**config.mk**
```make
export PLATFORM = sky130hd
export DESIGN_NAME = parallax_field_gen
export DESIGN_NICKNAME = d
export VERILOG_FILES = /design/src/rtl/parallax_field_gen.sv
export SDC_FILE = /design/constraint.sdc
export NUM_CORES = 1
export LEC_CHECK = 0
export ABC_AREA = 1
export CORE_MARGIN = 2
export CORE_UTILIZATION = 55
export CTS_CLUSTER_SIZE = 24
export DETAILED_ROUTE_END_ITERATION = 12
export PLACE_DENSITY = 0.73
export SLEW_MARGIN = 20
export SYNTH_ARGS = -nofsm -noshare
export SYNTH_HDL_FRONTEND = slang
export SYNTH_SLANG_ARGS = --single-unit
```
**constraint.sdc**
```tcl
create_clock -name clk -period 3.8 [get_ports clk]
set_input_delay 0.38 -clock clk [delete_from_list [all_inputs] [get_ports clk]]
set_output_delay 0.38 -clock clk [all_outputs]
set_load 0.02 [all_outputs]
```
**src/rtl/parallax_field_gen.sv**
```systemverilog
// parallax_field_gen
//   Parallax background for the 256x256 playfield: NUM_STARS scrolling LFSR
//   star layers (deeper layers step less often) and NUM_RIDGES random-walk
//   mountain ridges, composited by priority into a registered 3-bit colour.
//
// Ports
//   clk         pixel clock
//   reset       asynchronous reset, active low
//   hpos, vpos  pixel / line position from the sync generator
//   display_on  visible-area flag
//   pause       freezes scrolling and the frame counter
//   seed_load   single-cycle reseed strobe (wins over frame start and pause)
//   seed        reseed value, 0 is replaced by 16'hACE1
//   rgb         registered pixel colour, one cycle after hpos/vpos
//   frame       frame counter
module parallax_field_gen #(
    parameter int                          NUM_STARS     = 3,
    parameter int                          NUM_RIDGES    = 2,
    parameter int                          DENSITY       = 9,
    parameter logic [15:0]                 SEED          = 16'hACE1,
    parameter logic [9*NUM_RIDGES-1:0]     RIDGE_INIT    = {9'd180, 9'd200},
    parameter logic [4*NUM_RIDGES-1:0]     RIDGE_SPEED   = {4'd3, 4'd6},
    parameter int                          RIDGE_MIN     = 64,
    parameter int                          RIDGE_MAX     = 250,
    parameter logic [3*NUM_RIDGES-1:0]     RIDGE_PALETTE = {3'b001, 3'b010}
) (
    input  logic        clk,
    input  logic        reset,
    input  logic [8:0]  hpos,
    input  logic [8:0]  vpos,
    input  logic        display_on,
    input  logic        pause,
    input  logic        seed_load,
    input  logic [15:0] seed,
    output logic [2:0]  rgb,
    output logic [7:0]  frame
);

    localparam logic [15:0] SEED_EFF  = (SEED == 16'd0) ? 16'hACE1 : SEED;
    // Top DENSITY bits of the star LFSR must all be set for a star.
    localparam logic [15:0] STAR_MASK = ~(16'hFFFF >> DENSITY);

    logic        win;
    logic        fs;
    logic [15:0] seed_eff;

    assign win      = !hpos[8] && !vpos[8];
    assign fs       = (hpos == 9'd0) && (vpos == 9'd0);
    assign seed_eff = (seed == 16'd0) ? 16'hACE1 : seed;

    function automatic logic [15:0] rotl16(input logic [15:0] v, input int k);
        rotl16 = (v << k) | (v >> (16 - k));
    endfunction

    function automatic logic [15:0] star_next(input logic [15:0] l);
        star_next = {1'b0, l[15:1]} ^ (l[0] ? 16'hB400 : 16'h0000);
    endfunction

    function automatic logic [7:0] ridge_next(input logic [7:0] l);
        ridge_next = {1'b0, l[7:1]} ^ (l[0] ? 8'hB8 : 8'h00);
    endfunction

    // One random-walk step; a move outside [RIDGE_MIN, RIDGE_MAX] holds.
    // 10-bit arithmetic so that 0-1 wraps high and is rejected by the clamp.
    function automatic logic [8:0] walk(input logic [8:0] h, input logic up);
        logic [9:0] n;
        n = up ? ({1'b0, h} + 10'd1) : ({1'b0, h} - 10'd1);
        if (n < 10'(RIDGE_MIN) || n > 10'(RIDGE_MAX))
            walk = h;
        else
            walk = n[8:0];
    endfunction

    logic [NUM_STARS-1:0]    star_hit;
    logic [3*NUM_STARS-1:0]  star_col;
    logic [NUM_RIDGES-1:0]   ridge_hit;

    for (genvar k = 0; k < NUM_STARS; k++) begin : g_star
        localparam logic [8:0] STEP_MASK = 9'((1 << k) - 1);
        logic [15:0] lfsr;
        logic [15:0] snap;
        logic        step;

        assign step              = win && ((hpos & STEP_MASK) == 9'd0);
        assign star_hit[k]       = step && ((lfsr & STAR_MASK) == STAR_MASK);
        assign star_col[3*k +: 3] = lfsr[2:0] | 3'b001;

        // Pause replays the frame from the snapshot taken at the last
        // unpaused frame start, so a paused picture stays still.
        always_ff @(posedge clk or negedge reset) begin
            if (!reset) begin
                lfsr <= rotl16(SEED_EFF, k);
                snap <= rotl16(SEED_EFF, k);
            end else if (seed_load) begin
                lfsr <= rotl16(seed_eff, k);
                snap <= rotl16(seed_eff, k);
            end else if (fs && pause) begin
                lfsr <= snap;
            end else begin
                if (fs)
                    snap <= lfsr;
                if (step)
                    lfsr <= star_next(lfsr);
            end
        end
    end

    for (genvar r = 0; r < NUM_RIDGES; r++) begin : g_ridge
        localparam logic [8:0] INIT_H = RIDGE_INIT[9*r +: 9];
        localparam logic [7:0] INIT_L = 8'(8'h60 + r);
        localparam logic [8:0] SPD    = {5'd0, RIDGE_SPEED[4*r +: 4]};
        logic [8:0] height;
        logic [8:0] snap_h;
        logic [7:0] lfsr;
        logic [7:0] snap_l;
        logic       frame_step;

        // Snapshot advances RIDGE_SPEED steps on line 256 (outside the window),
        // which is what scrolls the ridge between frames.
        assign frame_step   = (vpos == 9'd256) && (hpos < SPD) && !pause;
        assign ridge_hit[r] = win && (height < vpos);

        always_ff @(posedge clk or negedge reset) begin
            if (!reset) begin
                height <= INIT_H;
                snap_h <= INIT_H;
                lfsr   <= INIT_L;
                snap_l <= INIT_L;
            end else if (seed_load) begin
                height <= INIT_H;
                snap_h <= INIT_H;
                lfsr   <= INIT_L;
                snap_l <= INIT_L;
            end else begin
                if (frame_step) begin
                    snap_l <= ridge_next(snap_l);
                    snap_h <= walk(snap_h, snap_l[0]);
                end
                if (hpos[8]) begin
                    height <= snap_h;
                    lfsr   <= snap_l;
                end else if (win) begin
                    lfsr   <= ridge_next(lfsr);
                    height <= walk(height, lfsr[0]);
                end
            end
        end
    end

    logic [2:0] pix;

    // Descending loops so the lowest index is written last and wins;
    // ridges are applied after stars so any ridge covers any star.
    always_comb begin
        pix = 3'd0;
        for (int k = NUM_STARS - 1; k >= 0; k--)
            if (star_hit[k])
                pix = star_col[3*k +: 3];
        for (int r = NUM_RIDGES - 1; r >= 0; r--)
            if (ridge_hit[r])
                pix = RIDGE_PALETTE[3*r +: 3];
        if (!display_on || !win)
            pix = 3'd0;
    end

    always_ff @(posedge clk or negedge reset) begin
        if (!reset) begin
            rgb   <= 3'd0;
            frame <= 8'd0;
        end else begin
            rgb <= pix;
            if (!seed_load && fs && !pause)
                frame <= frame + 8'd1;
        end
    end

endmodule

```
======== Word level (Yosys, flattened, before mapping) ========
Cells that the tools add are included.
storage, ports and cells
  register bits ........................... 175
  input port bits ......................... 39
  word-level logic and storage cells ...... 159
cells by class
  add/subtract/negate cells ............... 9
  order comparisons ....................... 12
  eq/ne operators ......................... 9
  mux-type cells .......................... 60
  bitwise operators ....................... 9
  reduce and logical (&&, ||, !) cells .... 44
operators by type and width
  kind                  count
  $mux 16               22
  $mux 9                14
  $mux 8                14
  $xor 15x16->16        3
  $add 9x1->10 const B  4
  $gt 10x8->1 const B   4
  $lt 10x7->1 const B   4
  $mux 10               4
  $sub 9x1->10 const B  4
  $eq 9x9->1 const B    4
  $logic_not 9->1       4
  $xor 7x8->8           4
  $lt 9x9->1            2
  $mux 3                6
  $logic_and 1x1->1     16
  $logic_not 16->1      1
  $or 16x1->16          1
  $or 16x2->16          1
  $reduce_bool 3->1     4
  $reduce_and 2->1      5
  $lt 9x2->1 const B    1
  $lt 9x3->1 const B    1
  $add 8x1->8 const B   1
  $logic_not 1->1       6
  4 further kinds       13

======== Logic depth before layout (Yosys ltp) ========
  depth after elaboration ................. 10
  mapped depth ............................ 16
  depth with buffers taken out ............ 15

======== Worst setup path after synthesis ========
No wires, ideal clock.
  path type ............................... register to register
  start ................................... register g_ridge[1].lfsr[0]
  end ..................................... register g_ridge[1].height[0]
  data arrival time ....................... 2.428 ns
  data required time ...................... 3.734 ns
  slack ................................... 1.306 ns
  stages on the path, launching flop included .. 15
  path buffers ............................ 0
  period minus slack after synthesis ...... 2.494 ns
  cells stage by stage .................... dfstp_2 -> clkinv_1 -> ha_1 -> or2_2 -> nand3_1 -> nand2_1 -> nand2_1 -> nand2_1 -> nand2_1 -> inv_1 -> nor2_1 -> nand3_2 -> nand2_2 -> nand2_1 -> nand2_1
on the way
  word-level cells in the longest chain between the ends .. 5
RTL lines
  item                                                         line     source
  start, declared                                              114      logic [7:0] lfsr;
  start signal, assigned                                       141      lfsr <= snap_l;
  start signal, assigned                                       143      lfsr <= ridge_next(lfsr);
  $mux 10 *                                                    67       n = up ? ({1'b0, h} + 10'd1) : ({1'b0, h} - 10'd1);
  $lt 10x7->1, or another cell as far along                    68       if (n < 10'(RIDGE_MIN) || n > 10'(RIDGE_MAX))
  $logic_or 1x1->1 / $mux 9 (equally long branches)            68, 142
  $ne 3x3->1 (no line) / $mux 9 (equally long branches)        n/a
  $reduce_and 2->1 (no line) / $mux 9 (equally long branches)  n/a
  end signal, assigned                                         140      height <= snap_h;
  end signal, assigned                                         144      height <= walk(height, lfsr[0]);
  end, declared                                                112      logic [8:0] height;
Mark *: on every way between the ends. The rest lies on a longest branch, timed or not. The select of a mux whose other input is x is not followed.
A chain may end at the register's enable or synchronous reset.

======== Worst setup path in the final report ========
  start ................................... register g_ridge[1].lfsr[0]
  end ..................................... register g_ridge[1].height[6]
Same word-level chain as after synthesis.

==> flow_summary.json <==
{
  "startpoint_type": "flop",
  "htreeDepth": 4,
  "clockRootBuffer": "clkbuf_16",
  "netlist_area_sq_um": 11700,
  "slew_violations": 0,
  "drv_cap": 0,
  "ir_drop_uv": 321,
  "p_clk_share_pct": 33.4,
  "synth_compound_area_share_pct": 15.0,
  "drtAntennaViolNets": 0,
  "yosys.area_share.xor_xnor_pct": 1.87,
  "seq_power_share_pct": 43.0,
  "post-route-util_pct": 61.9,
  "p_switching_uw": 1720,
  "rsz0062_at_grt": "no",
  "dp_slack_ns": 0.779,
  "wire_per_inst_microns": 15.5,
  "combPwrFrac_pct": 23.5,
  "die_height_microns": 150,
  "vias_per_cell": 5.50,
  "synth-seq-cells": 175,
  "post-route-min-period_ns": 3.05,
  "placed_cells": 1933,
  "grt_overflow": 0,
  "nets": 1769,
  "core_area_sq_um": 21000,
  "dp_hpwl_microns": 21500,
  "synth.net_count": 1747,
  "cts_setup_buffers": 0,
  "portBuffers": 49,
  "finalCritPeriodShare_pct": 80.3,
  "rows": 53,
  "synth_top_family_by_area": "simple AND/OR/NAND/NOR gates",
  "worstSetupPathType": "reg -> reg",
  "yosys.area.top_type": "dfrtp_1",
  "hold_buffers": 0,
  "cts.path.max_buffers": 2,
  "yosys-mux-area-fraction_pct": 0.0855,
  "netlist_instances": 1655,
  "fin_skew_ns": 0.0108,
  "insertion_delay_ns": 0.43,
  "instances_no_fill": 1965,
  "cts_tree": "built",
  "synth_top_area_share_pct": 22.0,
  "diodes": 0,
  "die_width_microns": 150,
  "die_area_sq_um": 22500,
  "status": "finished with violations",
  "drt_wl_total_microns": 30500,
  "num_vias": 10800,
  "netlist-cell-type-count": 42,
  "whs_ns": -0.000589,
  "antenna_found_initial": 0,
  "ys_warn_count": 0,
  "synth-async-reset-ratio_pct": 100,
  "synth_top_flop_cell": "dfrtp_1",
  "drc_errors": 0,
  "fmax_mhz": 328,
  "cp_max_fo": 15,
  "leakage_uw": 0.00661,
  "dpl_cell_area_sq_um": 12400,
  "dr.pass1.iters": 5,
  "pin_count": 50,
  "ys_seq_area_share_pct": 38.2,
  "finalSetupViolCount": 0,
  "yosys.area_share.simple_pct": 28.0,
  "tns_ns": 0,
  "cts_sinks": 175,
  "synthesis.area_per_instance_sq_um": 7.08,
  "drive_gt1_share_pct": 9.70,
  "tightest_slew_ns": 0.941,
  "endpoint_kind": "flop",
  "grt_usage_pct": 28.4,
  "grt_max_degree": 77,
  "start_util_pct": 55.9,
  "cts_made_buffers": 17,
  "drt_iter0_drc": 736,
  "postLayoutSetupSlackWorst_ns": 0.747,
  "synth_edf_count": 0,
  "netlist_top_cells_area": "dfrtp_1 (22%), dfstp_2 (16%), nand2_1 (14%)",
  "critPathArrivalTime_ns": 3.42,
  "p_per_area_nw_per_um2": 402,
  "power.share.switching_pct": 33.0,
  "hold_path.class": "in -> async",
  "grt_pass1_wl_microns": 50800,
  "layout_common_cells": "nand2_1 (436), inv_1 (253), nor2_1 (146), o21ai_0 (146), nand3_1 (140)",
  "globalplace.congestion": 0.871,
  "final_common_cell": "nand2_1",
  "grt_pass1_vias": 10500,
  "intPower_uw": 3500,
  "yosys.area_share.adder_pct": 5.92,
  "worstPathRequired_ns": 4.17,
  "postLayoutCellArea_sq_um": 13000,
  "violations": "hold timing",
  "slew_headroom_pct": 37.1,
  "hold_viol": 1,
  "area_delta_synth_final_pct": 10.8,
  "clk_pin_slew_ns": 0.07,
  "cts_resized": 0
}
final cells by class:
class | count | area [sq um]
clock inverters | 14 | 150
clock buffers | 18 | 429
multi-input cells | 1156 | 5980
repair buffers | 66 | 627
inverters | 261 | 980
well taps | 275 | 344
flip-flops and latches | 175 | 4470
fillers | 1938 | 7980
worst max-delay path: stages (launching register included):
cell      delay [ns]
dfstp_2         0.58
clkinv_1        0.41
ha_1            0.53
or2_2           0.31
nand3_1         0.11
nand2_1         0.07
nand2_1         0.08
nand2_1         0.06
nand2_1         0.06
inv_1           0.04
nor2_1          0.12
nand3_2         0.22
nand2_2         0.23
nand2_1         0.09
nand2_1         0.06
per-layer routing:
metal / vias up / GRT usage (%) / part of all wire, %
met3: 74 / 4.12 / 5.0
li1: 5366 / - / -
met2: 320 / 47.2 / 47
met5: - / 0 / 0
met4: 0 / 12.4 / 3.6
met1: 5040 / 37.0 / 44
power by group through the flow:
stage / Clock (uW) / Combinational, uW / Sequential (uW)
after floorplan: 0 / 903 / 2230
after global placement: 0 / 1180 / 2270
after detailed placement: 0 / 1210 / 2270
after CTS: 1760 / 1230 / 2240
after global routing: 1850 / 1410 / 2260
final: 1740 / 1230 / 2240
per-stage QoR:
stage,power [uW],hold WS (ns)
finish,5220,-0.000589
detailed placement,3490,0.468
global placement,3450,0.463
global route,5520,0.0481
floorplan,3130,0.0844
CTS,5230,0.0178
logic make-up (layout without fill, tap and decap cells):
kind of cell    count (synthesis)  count (layout)
buf+inv                       324             359
fa+ha+maj                      53              53
simple gates                  783             783
xor+xnor                       25              25
flops                         175             175
mux                             1               1
compound gates                294             294
path summary, 6_finish.rpt:
check,startpoint,endpoint,slack (ns),depth (start not counted)
worst max-delay path,g_ridge[1].lfsr[0],g_ridge[1].height[6],0.75,14
worst min-delay path,reset,g_ridge[1].height[3],-0.0006,1
worst max register to register,g_ridge[1].lfsr[0],g_ridge[1].height[6],0.75,14
worst min register to register,g_ridge[1].lfsr[7],g_ridge[1].lfsr[7],0.48,2
max in group asynchronous,reset,g_ridge[0].snap_l[6],2.81,2
min in group clk,g_ridge[1].lfsr[7],g_ridge[1].lfsr[7],0.48,2
synth_stat cells, types with 15 or more instances:
master	n
nand2_1	436
inv_1	254
nor2_1	149
o21ai_0	146
nand3_1	140
dfrtp_1	103
dfstp_2	72
a21oi_1	60
ha_1	49
a22oi_1	34
clkbuf_1	32
nand4_1	22
a22oi_2	20
buf_2	15
state kept, by name, summed over array words and instances (netlist names):
register	count
g_star.lfsr	48
rgb	3
frame	8
g_star.snap	48
g_ridge.lfsr	16
g_ridge.height	18
g_ridge.snap_h	18
g_ridge.snap_l	16
(Power assumes the default switching activity.)
